File: config.mk
export PLATFORM = sky130hd
export DESIGN_NAME = apb_dpmem_arbiter_flat
export DESIGN_NICKNAME = d
export VERILOG_FILES = /design/src/rtl/apb_dpmem_arbiter_if.sv /design/src/rtl/apb_dpmem_arbiter.sv /design/src/flat_wrapper.sv
export SDC_FILE = /design/constraint.sdc
export NUM_CORES = 1
export LEC_CHECK = 0
export ABC_AREA = 1
export BUFFER_PORTS_ARGS = -buffer_cell sky130_fd_sc_hd__buf_2
export CAP_MARGIN = 10
export CORE_AREA = 2 2 97 99
export CTS_CLUSTER_DIAMETER = 120
export CTS_CLUSTER_SIZE = 8
export DETAILED_ROUTE_END_ITERATION = 8
export DIE_AREA = 0 0 99 101
export PLACE_DENSITY = 0.88
export SYNTH_ARGS = -nofsm -noshare
export SYNTH_HDL_FRONTEND = slang
export SYNTH_SLANG_ARGS = --single-unit
File: constraint.sdc
create_clock -name PCLK -period 1.55 [get_ports PCLK]
set_input_delay 0.3875 -clock PCLK [delete_from_list [all_inputs] [get_ports PCLK]]
set_output_delay 0.3875 -clock PCLK [all_outputs]
set_load 0.03 [all_outputs]
File: src/rtl/apb_dpmem_arbiter_if.sv
// rtl/apb_dpmem_arbiter_if.sv - APB bus bundle between the arbiter (master) and the dual-port memory (slave)
//
// Purpose : groups the APB request/response wires into one interface so the
//           arbiter exposes a single bus port.
// Signals : PSEL, PENABLE, PWRITE, PADDR, PWDATA, PSTRB  master -> slave
//           PREADY, PSLVERR, PRDATA                      slave  -> master
// Modports: master (arbiter side), slave (memory side)

interface apb_dpmem_arbiter_if #(
  parameter int ADDR_WIDTH = 10,
  parameter int DATA_WIDTH = 32
) ();

  localparam int STRB_WIDTH = DATA_WIDTH / 8;

  logic                  PSEL;
  logic                  PENABLE;
  logic                  PWRITE;
  logic [ADDR_WIDTH-1:0] PADDR;
  logic [DATA_WIDTH-1:0] PWDATA;
  logic [STRB_WIDTH-1:0] PSTRB;
  logic                  PREADY;
  logic                  PSLVERR;
  logic [DATA_WIDTH-1:0] PRDATA;

  modport master (
    output PSEL, PENABLE, PWRITE, PADDR, PWDATA, PSTRB,
    input  PREADY, PSLVERR, PRDATA
  );

  modport slave (
    input  PSEL, PENABLE, PWRITE, PADDR, PWDATA, PSTRB,
    output PREADY, PSLVERR, PRDATA
  );

endinterface

File: src/rtl/apb_dpmem_arbiter.sv
// rtl/apb_dpmem_arbiter.sv - two-client round-robin APB master for a shared dual-port memory
//
// Purpose : accepts requests from two independent clients, picks a winner
//           round-robin, runs the winning request through APB SETUP/ACCESS,
//           and returns a one-cycle response (read data, slave error or
//           timeout) to the winner.
// Ports   : PCLK, PRESETn        clock and synchronous active-low reset
//           req_valid/req_ready  per-client request handshake (ready is combinational)
//           req_write/addr/wdata/strb  per-client payload, client i in slice i
//           rsp_valid            per-client one-cycle response pulse
//           rsp_rdata/err/timeout  shared response payload, valid with rsp_valid
//           apb                  APB master port (see apb_dpmem_arbiter_if)
//           busy                 high while a transfer is in SETUP or ACCESS

module apb_dpmem_arbiter #(
  parameter  int ADDR_WIDTH     = 10,
  parameter  int DATA_WIDTH     = 32,
  parameter  int TIMEOUT_CYCLES = 16,
  localparam int STRB_WIDTH     = DATA_WIDTH / 8
) (
  input  logic                    PCLK,
  input  logic                    PRESETn,

  input  logic [1:0]              req_valid,
  output logic [1:0]              req_ready,
  input  logic [1:0]              req_write,
  input  logic [2*ADDR_WIDTH-1:0] req_addr,
  input  logic [2*DATA_WIDTH-1:0] req_wdata,
  input  logic [2*STRB_WIDTH-1:0] req_strb,

  output logic [1:0]              rsp_valid,
  output logic [DATA_WIDTH-1:0]   rsp_rdata,
  output logic                    rsp_err,
  output logic                    rsp_timeout,

  apb_dpmem_arbiter_if.master     apb,

  output logic                    busy
);

  // Wait counter only needs to reach TIMEOUT_CYCLES-1; it saturates beyond that.
  localparam int CNT_W = (TIMEOUT_CYCLES > 2) ? $clog2(TIMEOUT_CYCLES) : 1;
  localparam bit TO_EN = (TIMEOUT_CYCLES != 0);
  localparam logic [CNT_W-1:0] TO_LAST  = CNT_W'((TIMEOUT_CYCLES > 0) ? TIMEOUT_CYCLES - 1 : 0);
  localparam logic [CNT_W-1:0] CNT_MAX  = '1;

  typedef enum logic [1:0] {
    ST_IDLE   = 2'd0,
    ST_SETUP  = 2'd1,
    ST_ACCESS = 2'd2
  } state_t;

  state_t                state_q,       state_d;
  logic                  last_grant_q,  last_grant_d;
  logic                  grant_q,       grant_d;
  logic [CNT_W-1:0]      wait_cnt_q,    wait_cnt_d;

  logic                  psel_q,        psel_d;
  logic                  penable_q,     penable_d;
  logic                  pwrite_q,      pwrite_d;
  logic [ADDR_WIDTH-1:0] paddr_q,       paddr_d;
  logic [DATA_WIDTH-1:0] pwdata_q,      pwdata_d;
  logic [STRB_WIDTH-1:0] pstrb_q,       pstrb_d;

  logic [1:0]            rsp_valid_q,   rsp_valid_d;
  logic [DATA_WIDTH-1:0] rsp_rdata_q,   rsp_rdata_d;
  logic                  rsp_err_q,     rsp_err_d;
  logic                  rsp_timeout_q, rsp_timeout_d;

  // Arbitration: a lone requester always wins; under contention the client
  // that did not win last time goes next.
  logic                  any_req;
  logic                  grant_sel;
  logic                  sel_write;
  logic [ADDR_WIDTH-1:0] sel_addr;
  logic [DATA_WIDTH-1:0] sel_wdata;
  logic [STRB_WIDTH-1:0] sel_strb;

  always_comb begin
    any_req = |req_valid;
    if (req_valid == 2'b11) begin
      grant_sel = ~last_grant_q;
    end else begin
      grant_sel = req_valid[1];
    end
    sel_write = grant_sel ? req_write[1] : req_write[0];
    sel_addr  = grant_sel ? req_addr[2*ADDR_WIDTH-1:ADDR_WIDTH]  : req_addr[ADDR_WIDTH-1:0];
    sel_wdata = grant_sel ? req_wdata[2*DATA_WIDTH-1:DATA_WIDTH] : req_wdata[DATA_WIDTH-1:0];
    sel_strb  = grant_sel ? req_strb[2*STRB_WIDTH-1:STRB_WIDTH]  : req_strb[STRB_WIDTH-1:0];
  end

  // Next-state and output logic.
  always_comb begin
    state_d       = state_q;
    last_grant_d  = last_grant_q;
    grant_d       = grant_q;
    wait_cnt_d    = wait_cnt_q;
    psel_d        = psel_q;
    penable_d     = penable_q;
    pwrite_d      = pwrite_q;
    paddr_d       = paddr_q;
    pwdata_d      = pwdata_q;
    pstrb_d       = pstrb_q;
    // Response fields are pulses: zero unless a transfer completes this edge.
    rsp_valid_d   = 2'b00;
    rsp_rdata_d   = '0;
    rsp_err_d     = 1'b0;
    rsp_timeout_d = 1'b0;
    req_ready     = 2'b00;

    case (state_q)
      ST_IDLE: begin
        if (any_req) begin
          req_ready    = grant_sel ? 2'b10 : 2'b01;
          grant_d      = grant_sel;
          last_grant_d = grant_sel;
          psel_d       = 1'b1;
          penable_d    = 1'b0;
          pwrite_d     = sel_write;
          paddr_d      = sel_addr;
          // Reads carry no write data and no strobes on the bus.
          pwdata_d     = sel_write ? sel_wdata : '0;
          pstrb_d      = sel_write ? sel_strb  : '0;
          state_d      = ST_SETUP;
        end
      end

      ST_SETUP: begin
        penable_d  = 1'b1;
        wait_cnt_d = '0;
        state_d    = ST_ACCESS;
      end

      ST_ACCESS: begin
        if (apb.PREADY) begin
          psel_d      = 1'b0;
          penable_d   = 1'b0;
          rsp_valid_d = grant_q ? 2'b10 : 2'b01;
          rsp_err_d   = apb.PSLVERR;
          rsp_rdata_d = pwrite_q ? '0 : apb.PRDATA;
          state_d     = ST_IDLE;
        end else if (TO_EN && (wait_cnt_q == TO_LAST)) begin
          // Slave hung: abort and report a timeout error to the winner.
          psel_d        = 1'b0;
          penable_d     = 1'b0;
          rsp_valid_d   = grant_q ? 2'b10 : 2'b01;
          rsp_err_d     = 1'b1;
          rsp_timeout_d = 1'b1;
          state_d       = ST_IDLE;
        end else if (wait_cnt_q != CNT_MAX) begin
          wait_cnt_d = wait_cnt_q + 1'b1;
        end
      end

      default: begin
        // Unreachable encoding: park the bus and restart cleanly.
        state_d   = ST_IDLE;
        psel_d    = 1'b0;
        penable_d = 1'b0;
        pwrite_d  = 1'b0;
        paddr_d   = '0;
        pwdata_d  = '0;
        pstrb_d   = '0;
      end
    endcase
  end

  always_ff @(posedge PCLK) begin
    if (!PRESETn) begin
      state_q       <= ST_IDLE;
      last_grant_q  <= 1'b1;
      grant_q       <= 1'b0;
      wait_cnt_q    <= '0;
      psel_q        <= 1'b0;
      penable_q     <= 1'b0;
      pwrite_q      <= 1'b0;
      paddr_q       <= '0;
      pwdata_q      <= '0;
      pstrb_q       <= '0;
      rsp_valid_q   <= 2'b00;
      rsp_rdata_q   <= '0;
      rsp_err_q     <= 1'b0;
      rsp_timeout_q <= 1'b0;
    end else begin
      state_q       <= state_d;
      last_grant_q  <= last_grant_d;
      grant_q       <= grant_d;
      wait_cnt_q    <= wait_cnt_d;
      psel_q        <= psel_d;
      penable_q     <= penable_d;
      pwrite_q      <= pwrite_d;
      paddr_q       <= paddr_d;
      pwdata_q      <= pwdata_d;
      pstrb_q       <= pstrb_d;
      rsp_valid_q   <= rsp_valid_d;
      rsp_rdata_q   <= rsp_rdata_d;
      rsp_err_q     <= rsp_err_d;
      rsp_timeout_q <= rsp_timeout_d;
    end
  end

  assign apb.PSEL    = psel_q;
  assign apb.PENABLE = penable_q;
  assign apb.PWRITE  = pwrite_q;
  assign apb.PADDR   = paddr_q;
  assign apb.PWDATA  = pwdata_q;
  assign apb.PSTRB   = pstrb_q;

  assign rsp_valid   = rsp_valid_q;
  assign rsp_rdata   = rsp_rdata_q;
  assign rsp_err     = rsp_err_q;
  assign rsp_timeout = rsp_timeout_q;

  assign busy = (state_q == ST_SETUP) || (state_q == ST_ACCESS);

endmodule
File: src/flat_wrapper.sv
// flat-port wrapper written by rule: the top's interface ports become plain ports
module apb_dpmem_arbiter_flat 
#(
  parameter  int ADDR_WIDTH     = 10,
  parameter  int DATA_WIDTH     = 32,
  parameter  int TIMEOUT_CYCLES = 16,
  localparam int STRB_WIDTH     = DATA_WIDTH / 8
)
  (PCLK, PRESETn, req_valid, req_ready, req_write, req_addr, req_wdata, req_strb, rsp_valid, rsp_rdata, rsp_err, rsp_timeout, busy, apb_PSEL, apb_PENABLE, apb_PWRITE, apb_PADDR, apb_PWDATA, apb_PSTRB, apb_PREADY, apb_PSLVERR, apb_PRDATA);
  apb_dpmem_arbiter_if #(.ADDR_WIDTH(ADDR_WIDTH), .DATA_WIDTH(DATA_WIDTH)) apb_i ();
  input  logic PCLK;
  input  logic PRESETn;
  input  logic [1:0] req_valid;
  output logic [1:0] req_ready;
  input  logic [1:0] req_write;
  input  logic [2*ADDR_WIDTH-1:0] req_addr;
  input  logic [2*DATA_WIDTH-1:0] req_wdata;
  input  logic [2*STRB_WIDTH-1:0] req_strb;
  output logic [1:0] rsp_valid;
  output logic [DATA_WIDTH-1:0] rsp_rdata;
  output logic rsp_err;
  output logic rsp_timeout;
  output logic busy;
  output wire logic [$bits(apb_i.PSEL)-1:0] apb_PSEL;
  output wire logic [$bits(apb_i.PENABLE)-1:0] apb_PENABLE;
  output wire logic [$bits(apb_i.PWRITE)-1:0] apb_PWRITE;
  output wire logic [$bits(apb_i.PADDR)-1:0] apb_PADDR;
  output wire logic [$bits(apb_i.PWDATA)-1:0] apb_PWDATA;
  output wire logic [$bits(apb_i.PSTRB)-1:0] apb_PSTRB;
  input wire logic [$bits(apb_i.PREADY)-1:0] apb_PREADY;
  input wire logic [$bits(apb_i.PSLVERR)-1:0] apb_PSLVERR;
  input wire logic [$bits(apb_i.PRDATA)-1:0] apb_PRDATA;
  assign apb_PSEL = apb_i.PSEL;
  assign apb_PENABLE = apb_i.PENABLE;
  assign apb_PWRITE = apb_i.PWRITE;
  assign apb_PADDR = apb_i.PADDR;
  assign apb_PWDATA = apb_i.PWDATA;
  assign apb_PSTRB = apb_i.PSTRB;
  assign apb_i.PREADY = apb_PREADY;
  assign apb_i.PSLVERR = apb_PSLVERR;
  assign apb_i.PRDATA = apb_PRDATA;
  apb_dpmem_arbiter #(.ADDR_WIDTH(ADDR_WIDTH), .DATA_WIDTH(DATA_WIDTH), .TIMEOUT_CYCLES(TIMEOUT_CYCLES)) u_core (.PCLK(PCLK), .PRESETn(PRESETn), .req_valid(req_valid), .req_ready(req_ready), .req_write(req_write), .req_addr(req_addr), .req_wdata(req_wdata), .req_strb(req_strb), .rsp_valid(rsp_valid), .rsp_rdata(rsp_rdata), .rsp_err(rsp_err), .rsp_timeout(rsp_timeout), .apb(apb_i), .busy(busy));
endmodule
==> report_table.html, run 1 <==
<table>
<tr><th>Metric</th><th>Value</th></tr>
<tr><th colspan="2">Placed design</th></tr>
<tr><td>Cell Count Post-Placement</td><td>870</td></tr>
<tr><td>Routability-driven placement congestion ratio</td><td>0.826</td></tr>
<tr><td>Dpl ws</td><td>0.0198 ns</td></tr>
<tr><td>Number of buffer cells added on primary ports</td><td>219</td></tr>
<tr><td>Post-place instance area</td><td>between 5000 and 6000 µm²</td></tr>
<tr><td>Post-DP HPWL</td><td>between 8000 and 9000 µm</td></tr>
<tr><th colspan="2">Setup path</th></tr>
<tr><td>Crit Path Max Fanout</td><td>2</td></tr>
<tr><td>R2R setup slack</td><td>-0.02 ns</td></tr>
<tr><td>Slowest stage cell on the critical path</td><td>sky130_fd_sc_hd__dfxtp_4</td></tr>
<tr><td>Arrival time at the worst endpoint</td><td>roughly 1.3 ns</td></tr>
<tr><td>Number of buffers and inverters on the critical path</td><td>4</td></tr>
<tr><td>CP Class</td><td>register to output pin</td></tr>
<tr><td>Depth of the most critical reg-to-reg path</td><td>8</td></tr>
<tr><td>Required time of the critical path</td><td>1.16 ns</td></tr>
<tr><td>Terminus of the critical flop-to-flop path</td><td>u_core.apb.PWDATA[13]</td></tr>
<tr><td>Stages on the worst setup path</td><td>7</td></tr>
<tr><td>Beginning of the worst register-to-register path</td><td>u_core.state_q[1]</td></tr>
<tr><td>Cell-by-cell trace of the critical path</td><td>inv_4, ha_4, inv_2, nor2_4, inv_2, nor2_4, buf_6</td></tr>
<tr><td>Kind of start point of the critical path</td><td>register</td></tr>
<tr><td>Category of cells accounting for the largest share of critical-path delay</td><td>flip-flops</td></tr>
<tr><td>Type of element capturing the critical path</td><td>output pin</td></tr>
<tr><td>Max stage delay on crit path</td><td>0.36 ns</td></tr>
<tr><th colspan="2">GRT</th></tr>
<tr><td>Total Routing Usage GR</td><td>0.212</td></tr>
<tr><td>Pin count of the biggest net entering global routing</td><td>36</td></tr>
<tr><td>First-pass GRT wire length</td><td>17000 µm</td></tr>
<tr><td>Vias in the first global route</td><td>3810</td></tr>
<tr><td>Initial antenna violation count</td><td>0</td></tr>
<tr><td>Total overflow reported by the global router</td><td>0</td></tr>
<tr><th colspan="2">Layout</th></tr>
<tr><td>Number of antenna cells inserted</td><td>0</td></tr>
<tr><td>Ratio of cells with drive above 1 in the final layout</td><td>0.401</td></tr>
<tr><td>Register cell area after layout</td><td>1850 µm²</td></tr>
<tr><td>Number of nets in the final layout</td><td>between 900 and 1k</td></tr>
<tr><td>Syn-to-layout area delta</td><td>48.1%</td></tr>
<tr><td>Total non-filler cell area in the finished layout</td><td>5640 µm²</td></tr>
<tr><td>Area used by multi-input combinational logic</td><td>approximately 1700 µm²</td></tr>
<tr><td>Commonest cells after routing, fill and taps aside</td><td>sky130_fd_sc_hd__nand2_1, sky130_fd_sc_hd__buf_2, sky130_fd_sc_hd__dfxtp_1</td></tr>
<tr><td>Most common cell after layout, fill and taps aside</td><td>sky130_fd_sc_hd__nand2_1</td></tr>
<tr><td>Fillers</td><td>799</td></tr>
<tr><td>Number of standard cells in the final layout excluding fillers</td><td>895</td></tr>
<tr><td>End-of-flow core utilization</td><td>0.628</td></tr>
<tr><th colspan="2">Pwr</th></tr>
<tr><td>Static leakage</td><td>roughly 3 nW</td></tr>
<tr><td>Combinational Power Share</td><td>0.323</td></tr>
<tr><td>Psw</td><td>around 2.2 mW</td></tr>
<tr><td>Internal Power</td><td>about 4.4 mW</td></tr>
<tr><td>Switching portion of total power</td><td>0.333</td></tr>
<tr><td>Power per standard cell area</td><td>1160 nW/µm²</td></tr>
<tr><td>Part of the total power dissipated in the clock network</td><td>0.275</td></tr>
<tr><td>Register share of total power</td><td>0.402</td></tr>
<tr><td>VDD IR max</td><td>506 µV</td></tr>
<tr><td>Power consumption</td><td>about 6.5 mW</td></tr>
<tr><th colspan="2">Route</th></tr>
<tr><td>Count of nets left with antenna violations after detail routing</td><td>0</td></tr>
<tr><td>Via density</td><td>~4.6</td></tr>
<tr><td>Average wire per standard cell</td><td>12.8 µm</td></tr>
<tr><td>First-pass DRT Iterations</td><td>4</td></tr>
<tr><td>Total DRC errors in the routed layout</td><td>0</td></tr>
<tr><td>Total vias in the final route</td><td>4103</td></tr>
<tr><td>Initial DRC count</td><td>slightly above 100</td></tr>
<tr><td>Sum of routed wire length over all layers</td><td>11500 µm</td></tr>
<tr><th colspan="2">CTS</th></tr>
<tr><td>Clock latency on the worst-skew pair</td><td>about 0.36 ns</td></tr>
<tr><td>Bufs on Longest Clock Path</td><td>2</td></tr>
<tr><td>CTS sink count</td><td>92</td></tr>
<tr><td>H-tree depth</td><td>3</td></tr>
<tr><td>Count of hold buffers inserted by post-cts repair</td><td>0</td></tr>
<tr><td>CTS tree</td><td>built</td></tr>
<tr><td>Post-CTS clock slew at the launch and capture registers of the worst setup and hold paths</td><td>0.09 ns</td></tr>
<tr><td>Cts bufs inserted</td><td>9</td></tr>
<tr><td>Buffer type at the clock tree root</td><td>sky130_fd_sc_hd__clkbuf_8</td></tr>
<tr><th colspan="2">Timing</th></tr>
<tr><td>Hold violation total from the final report</td><td>0</td></tr>
<tr><td>Worst slew slack as a fraction of its limit</td><td>0.717</td></tr>
<tr><td>Final Worst Setup Slack</td><td>-0.142 ns</td></tr>
<tr><td>Pins over their slew limit</td><td>0</td></tr>
<tr><td>Least-Margin Pin Slew</td><td>approximately 0.42 ns</td></tr>
<tr><td>Ratio of final minimum period to clock period</td><td>1.09</td></tr>
<tr><td>Setup repair after global routing missed its margin</td><td>yes</td></tr>
<tr><td>Worst hold-check slack</td><td>0.230 ns</td></tr>
<tr><td>Post-Route Setup TNS</td><td>-0.352 ns</td></tr>
<tr><td>Worst clock skew on the final layout</td><td>roughly 0.01 ns</td></tr>
<tr><td>Maximum achievable frequency</td><td>~0.59 GHz</td></tr>
<tr><td>Final Critical Period</td><td>1.69 ns</td></tr>
<tr><td>Number of setup violations in the final report</td><td>11</td></tr>
<tr><th colspan="2">Min path</th></tr>
<tr><td>Hold-critical path depth</td><td>3</td></tr>
<tr><td>HP Start</td><td>apb_PRDATA[30]</td></tr>
<tr><td>HP Class</td><td>primary input to register</td></tr>
<tr><td>Worst Hold Endpoint</td><td>u_core.rsp_rdata[30]</td></tr>
<tr><th colspan="2">Logic synthesis</th></tr>
<tr><td>Part of the Yosys area used for sequential elements</td><td>0.484</td></tr>
<tr><td>Mean instance size in the synthesized netlist</td><td>~7.0 µm²</td></tr>
<tr><td>Number of library cell types mapped by synthesis</td><td>21</td></tr>
<tr><td>Net count after synthesis</td><td>683</td></tr>
<tr><td>Synthesis Warnings</td><td>0</td></tr>
<tr><td>Cell count after synthesis</td><td>546</td></tr>
<tr><td>Area of the mapped netlist</td><td>around 3800 µm²</td></tr>
<tr><td>Register bit total from synthesis</td><td>92</td></tr>
<tr><th colspan="2">Floorplanning</th></tr>
<tr><td>Die area</td><td>10000 µm²</td></tr>
<tr><td>Io pins</td><td>220</td></tr>
<tr><td>Horizontal die dimension</td><td>99 µm</td></tr>
<tr><td>Number of placement rows</td><td>35</td></tr>
<tr><td>Area of the core region</td><td>8980 µm²</td></tr>
<tr><td>Initial core utilization</td><td>0.424</td></tr>
<tr><td>Die H</td><td>101 µm</td></tr>
<tr><th colspan="2">Run</th></tr>
<tr><td>Max Cap Violations</td><td>0</td></tr>
<tr><th colspan="2">Run status</th></tr>
<tr><td>Result of the run</td><td>finished, violations left</td></tr>
<tr><td>Failing checks</td><td>negative setup slack</td></tr>
</table>
how the worst max path moves through the flow:
stage,from,end,slack (ns)
floorplan,u_core.state_q[1],req_ready[1],0.008
global placement,u_core.state_q[1],req_ready[0],0.05
detailed placement,u_core.state_q[0],u_core.apb.PSTRB[3],0.02
CTS,u_core.state_q[1],req_ready[0],-0.14
global route,u_core.state_q[1],req_ready[0],-0.21
finish,u_core.state_q[1],req_ready[0],-0.14
cells by family (layout without fill, tap and decap cells):
logic type | after synthesis | in the layout | synth area share
and+or+nand+nor | 314 | 314 | 0.329
DFF | 92 | 92 | 0.484
AOI/OAI and AO/OA | 58 | 58 | 0.0763
buffers and inverters | 77 | 315 | 0.0940
adders and majority gates | 5 | 5 | 0.0164
area by class of cell:
class,count,area share
multi-input cells,377,0.308
repair buffers,250,0.266
inverters,50,0.0344
flip-flops and latches,92,0.328
clock buffers,10,0.0244
well taps,111,0.0246
clock inverters,5,0.0149
flip-flops by register name (all words and copies together), names as in the netlist, 2 cells and up:
register	cells
u_core.apb.PADDR	10
u_core.apb.PSTRB	4
u_core.apb.PWDATA	32
u_core.rsp_rdata	32
u_core.rsp_valid	2
u_core.state_q	2
u_core.wait_cnt_q	4
power by group through the flow:
stage	Clock [mW]	Sequential, mW	Combinational, mW
after floorplan	0	2.96	0.863
after global placement	0	2.67	1.76
after detailed placement	0	2.68	1.79
after CTS	1.84	2.63	1.88
after global routing	1.95	2.65	2.30
final	1.79	2.63	2.11
worst reg2reg max path, cell delays in order, from the launching register on:
cell and delay, ns:
sky130_fd_sc_hd__dfxtp_4 0.37, sky130_fd_sc_hd__inv_4 0.04, sky130_fd_sc_hd__ha_4 0.25, sky130_fd_sc_hd__clkinvlp_4 0.15, sky130_fd_sc_hd__nand2_4 0.10, sky130_fd_sc_hd__nor2_8 0.22
sky130_fd_sc_hd__clkbuf_16 0.20, sky130_fd_sc_hd__nand2_1 0.05, sky130_fd_sc_hd__a21oi_1 0.12
routing by layer:
metal  global-route usage  routed length, µm
met5                    0                  0
met4               0.0959                313
met3               0.0506                646
met2                0.390               5940
met1                0.231               4590
cell usage after synthesis, drive strengths merged:
library cell / n / area [µm²]
a21oi: 54 / 270
ha: 5 / 62.6
or2: 10 / 62.6
inv: 50 / 188
nand4: 2 / 12.5
nand3: 9 / 45.0
o21ai: 4 / 20.0
buf: 19 / 140
dfxtp: 92 / 1840
nand3b: 1 / 7.51
nand2: 225 / 847
nor2: 66 / 274
nor3: 1 / 5.00
clkbuf: 8 / 30.0
timing repair:
| action | CTS | global route |
|---|---|---|
| gates cloned | 0 | 5 |
| gates resized for setup | 18 | 26 |
| pin swaps | 3 | 5 |
| setup endpoints to repair | 37 | 52 |
| setup buffers | 6 | 0 |
Note: power is estimated with default switching activity, not from simulation.
==> run 2, diff against run 1 <==
CORE_AREA = 2 2 95 97   (was 2 2 97 99)
CTS_BUF_LIST = sky130_fd_sc_hd__clkbuf_2   (was unset)
DIE_AREA = 0 0 97 99   (was 0 0 99 101)
PLACE_DENSITY = 0.91   (was 0.88)
==> run 2 against run 1 <==
  * The flow still finishes with violations (negative setup slack)
  * Die area is 4.0% lower
  * Power is 3.5% higher
  * Setup slack worse by 0.30 ns
  * Core utilization is 16 points higher
  * Sequential cell count stayed put
  * Largest cell class is now buffers
==> report_table.html, run 2 (same netlist as run 1, synthesis figures left out) <==
<table>
<tr><th>Metric</th><th>Value</th></tr>
<tr><th colspan="2">Setup path</th></tr>
<tr><td>Crit Path Max Fanout</td><td>2</td></tr>
<tr><td>Type of element capturing the critical path</td><td>output pin</td></tr>
<tr><td>Terminus of the critical flop-to-flop path</td><td>u_core.apb.PWDATA[31]</td></tr>
<tr><td>Arrival time at the worst endpoint</td><td>1.61 ns</td></tr>
<tr><td>Beginning of the worst register-to-register path</td><td>u_core.state_q[0]</td></tr>
<tr><td>CP Class</td><td>register to output pin</td></tr>
<tr><td>R2R setup slack</td><td>-0.12 ns</td></tr>
<tr><td>Depth of the most critical reg-to-reg path</td><td>11</td></tr>
<tr><td>Kind of start point of the critical path</td><td>register</td></tr>
<tr><td>Required time of the critical path</td><td>~1.2 ns</td></tr>
<tr><th colspan="2">Floorplanning</th></tr>
<tr><td>Io pins</td><td>220</td></tr>
<tr><td>Initial core utilization</td><td>0.445</td></tr>
<tr><td>Number of placement rows</td><td>34</td></tr>
<tr><td>Die area</td><td>9600 µm²</td></tr>
<tr><td>Horizontal die dimension</td><td>97 µm</td></tr>
<tr><td>Area of the core region</td><td>8550 µm²</td></tr>
<tr><td>Die H</td><td>99 µm</td></tr>
<tr><th colspan="2">Run</th></tr>
<tr><td>Max Cap Violations</td><td>0</td></tr>
<tr><th colspan="2">GRT</th></tr>
<tr><td>Met3 Track Usage GR</td><td>0.0461</td></tr>
<tr><td>Initial antenna violation count</td><td>1</td></tr>
<tr><td>Pin count of the biggest net entering global routing</td><td>35</td></tr>
<tr><td>First-pass GRT wire length</td><td>19500 µm</td></tr>
<tr><td>Vias in the first global route</td><td>between 4k and 5k</td></tr>
<tr><td>Met2 capacity usage during global routing</td><td>0.472</td></tr>
<tr><td>Met1 global-route usage</td><td>0.274</td></tr>
<tr><td>Total Routing Usage GR</td><td>0.250</td></tr>
<tr><td>Total overflow reported by the global router</td><td>0</td></tr>
<tr><td>Busiest metal layer after global routing</td><td>met2</td></tr>
<tr><th colspan="2">Layout</th></tr>
<tr><td>Number of standard cells in the final layout excluding fillers</td><td>approximately 950</td></tr>
<tr><td>Syn-to-layout area delta</td><td>77.6%</td></tr>
<tr><td>Number of nets in the final layout</td><td>969</td></tr>
<tr><td>Most common cell after layout, fill and taps aside</td><td>sky130_fd_sc_hd__nand2_1</td></tr>
<tr><td>Area used by multi-input combinational logic</td><td>2000 µm²</td></tr>
<tr><td>End-of-flow core utilization</td><td>0.791</td></tr>
<tr><td>Fillers</td><td>around 540</td></tr>
<tr><td>Commonest cells after routing, fill and taps aside</td><td>sky130_fd_sc_hd__nand2_1, sky130_fd_sc_hd__buf_2, sky130_fd_sc_hd__dfxtp_2</td></tr>
<tr><td>Register cell area after layout</td><td>1930 µm²</td></tr>
<tr><td>Ratio of cells with drive above 1 in the final layout</td><td>0.535</td></tr>
<tr><th colspan="2">Min path</th></tr>
<tr><td>HP Start</td><td>apb_PSLVERR</td></tr>
<tr><td>Worst Hold Endpoint</td><td>u_core.rsp_err</td></tr>
<tr><td>HP Class</td><td>primary input to register</td></tr>
<tr><td>Hold-critical path depth</td><td>3</td></tr>
<tr><th colspan="2">Run status</th></tr>
<tr><td>Failing checks</td><td>negative setup slack</td></tr>
<tr><td>Result of the run</td><td>finished, violations left</td></tr>
<tr><th colspan="2">Placed design</th></tr>
<tr><td>Cell Count Post-Placement</td><td>867</td></tr>
<tr><td>Number of buffer cells added on primary ports</td><td>roughly 220</td></tr>
<tr><td>Post-DP HPWL</td><td>8260 µm</td></tr>
<tr><td>Routability-driven placement congestion ratio</td><td>0.787</td></tr>
<tr><td>Dpl ws</td><td>-0.0370 ns</td></tr>
<tr><th colspan="2">CTS</th></tr>
<tr><td>Bufs on Longest Clock Path</td><td>2</td></tr>
<tr><td>CTS tree</td><td>built</td></tr>
<tr><td>Clock latency on the worst-skew pair</td><td>roughly 0.56 ns</td></tr>
<tr><td>H-tree depth</td><td>3</td></tr>
<tr><td>CTS sink count</td><td>92</td></tr>
<tr><td>Post-CTS clock slew at the launch and capture registers of the worst setup and hold paths</td><td>roughly 0.28 ns</td></tr>
<tr><td>Cts bufs inserted</td><td>9</td></tr>
<tr><td>Buffer type at the clock tree root</td><td>sky130_fd_sc_hd__clkbuf_2</td></tr>
<tr><th colspan="2">Route</th></tr>
<tr><td>Total vias in the final route</td><td>4601</td></tr>
<tr><td>First-pass DRT Iterations</td><td>5</td></tr>
<tr><td>Via density</td><td>4.86</td></tr>
<tr><td>Initial DRC count</td><td>146</td></tr>
<tr><td>Average wire per standard cell</td><td>15.4 µm</td></tr>
<tr><td>Count of nets left with antenna violations after detail routing</td><td>0</td></tr>
<tr><td>Sum of routed wire length over all layers</td><td>14600 µm</td></tr>
<tr><td>Total DRC errors in the routed layout</td><td>0</td></tr>
<tr><th colspan="2">Timing</th></tr>
<tr><td>Ratio of final minimum period to clock period</td><td>1.29</td></tr>
<tr><td>Final Worst Setup Slack</td><td>-0.445 ns</td></tr>
<tr><td>Worst clock skew on the final layout</td><td>0.0325 ns</td></tr>
<tr><td>Number of setup violations in the final report</td><td>42</td></tr>
<tr><td>Final Critical Period</td><td>2.00 ns</td></tr>
<tr><td>Worst slew slack as a fraction of its limit</td><td>0.761</td></tr>
<tr><td>Maximum achievable frequency</td><td>around 0.50 GHz</td></tr>
<tr><td>Worst hold-check slack</td><td>0.0596 ns</td></tr>
<tr><td>Pins over their slew limit</td><td>0</td></tr>
<tr><td>Least-Margin Pin Slew</td><td>0.358 ns</td></tr>
<tr><td>Hold violation total from the final report</td><td>0</td></tr>
<tr><td>Setup repair after global routing missed its margin</td><td>yes</td></tr>
<tr><th colspan="2">Pwr</th></tr>
<tr><td>VDD IR max</td><td>580 µV</td></tr>
<tr><td>Power per standard cell area</td><td>1000 nW/µm²</td></tr>
<tr><td>Static leakage</td><td>3.54 nW</td></tr>
<tr><td>Power consumption</td><td>approximately 6.8 mW</td></tr>
</table>
run 2: cell types whose count changed in the layout (fill, tap and decap cells not counted), sizes merged:
cell / before / now
clkbuf: 14 / 25
dlygate4sd3: 0 / 31
buf: 246 / 255
clkinv: 1 / 4
diode: 0 / 1
clkinvlp: 1 / 0
bufinv: 2 / 0
inv: 51 / 53
run 2: per-stage QoR:
stage / setup TNS [ns] / area (µm²)
finish: -4.18 / 6760
global route: -6.67 / 6760
global placement: 0 / 5130
detailed placement: -0.0819 / 5130
CTS: -2.52 / 5890
floorplan: 0 / 3830
run 2: worst max-delay path by stage:
stage / start / to / depth (start not counted) / slack [ns]
after global placement: req_valid[0] / u_core.apb.PWDATA[20] / 10 / 0.02
after global routing: u_core.state_q[0] / req_ready[0] / 7 / -0.51
after floorplan: u_core.state_q[1] / req_ready[1] / 4 / 0.008
after detailed placement: req_valid[0] / u_core.apb.PWDATA[15] / 10 / -0.04
after CTS: u_core.state_q[0] / req_ready[0] / 7 / -0.43
final: u_core.state_q[0] / req_ready[1] / 5 / -0.45
run 2: what timing repair did:
action                                 4_1_cts  5_1_grt
endpoints found under the hold margin       29        2
pin swaps                                    3       34
cloned                                       3        7
gates resized for setup                     99      222
setup endpoints to repair                   78      110
setup buffers                                5       19
hold buffers                                29        2
run 2: power by group:
group / total (mW) / internal (mW) / switching [mW] / leakage (nW)
clock: 1.22 / 0.273 / 0.951 / 0.0745
sequential: 2.68 / 2.57 / 0.115 / 0.778
combinational: 2.86 / 1.33 / 1.53 / 2.69
run 2: cell type report:
cell class,instances,area share
clock buffers,9,0.00666
repair buffers,302,0.351
well taps,108,0.0200
diodes,1,0.000370
multi-input cells,377,0.296
clock inverters,7,0.0117
flip-flops and latches,92,0.285
inverters,50,0.0292
run 2: worst max-delay path: stages, from the launching register on:
cell and delay [ns]:
sky130_fd_sc_hd__dfxtp_2 0.40, sky130_fd_sc_hd__inv_2 0.08, sky130_fd_sc_hd__ha_4 0.17, sky130_fd_sc_hd__inv_4 0.04, sky130_fd_sc_hd__nor2_1 0.18, sky130_fd_sc_hd__buf_4 0.20
run 2: routing by layer:
metal | up-vias | routed length [µm]
met3 | 39 | 834
met4 | 0 | 483
met2 | 213 | 7800
met1 | 2127 | 5470
met5 | - | 0
li1 | 2222 | -
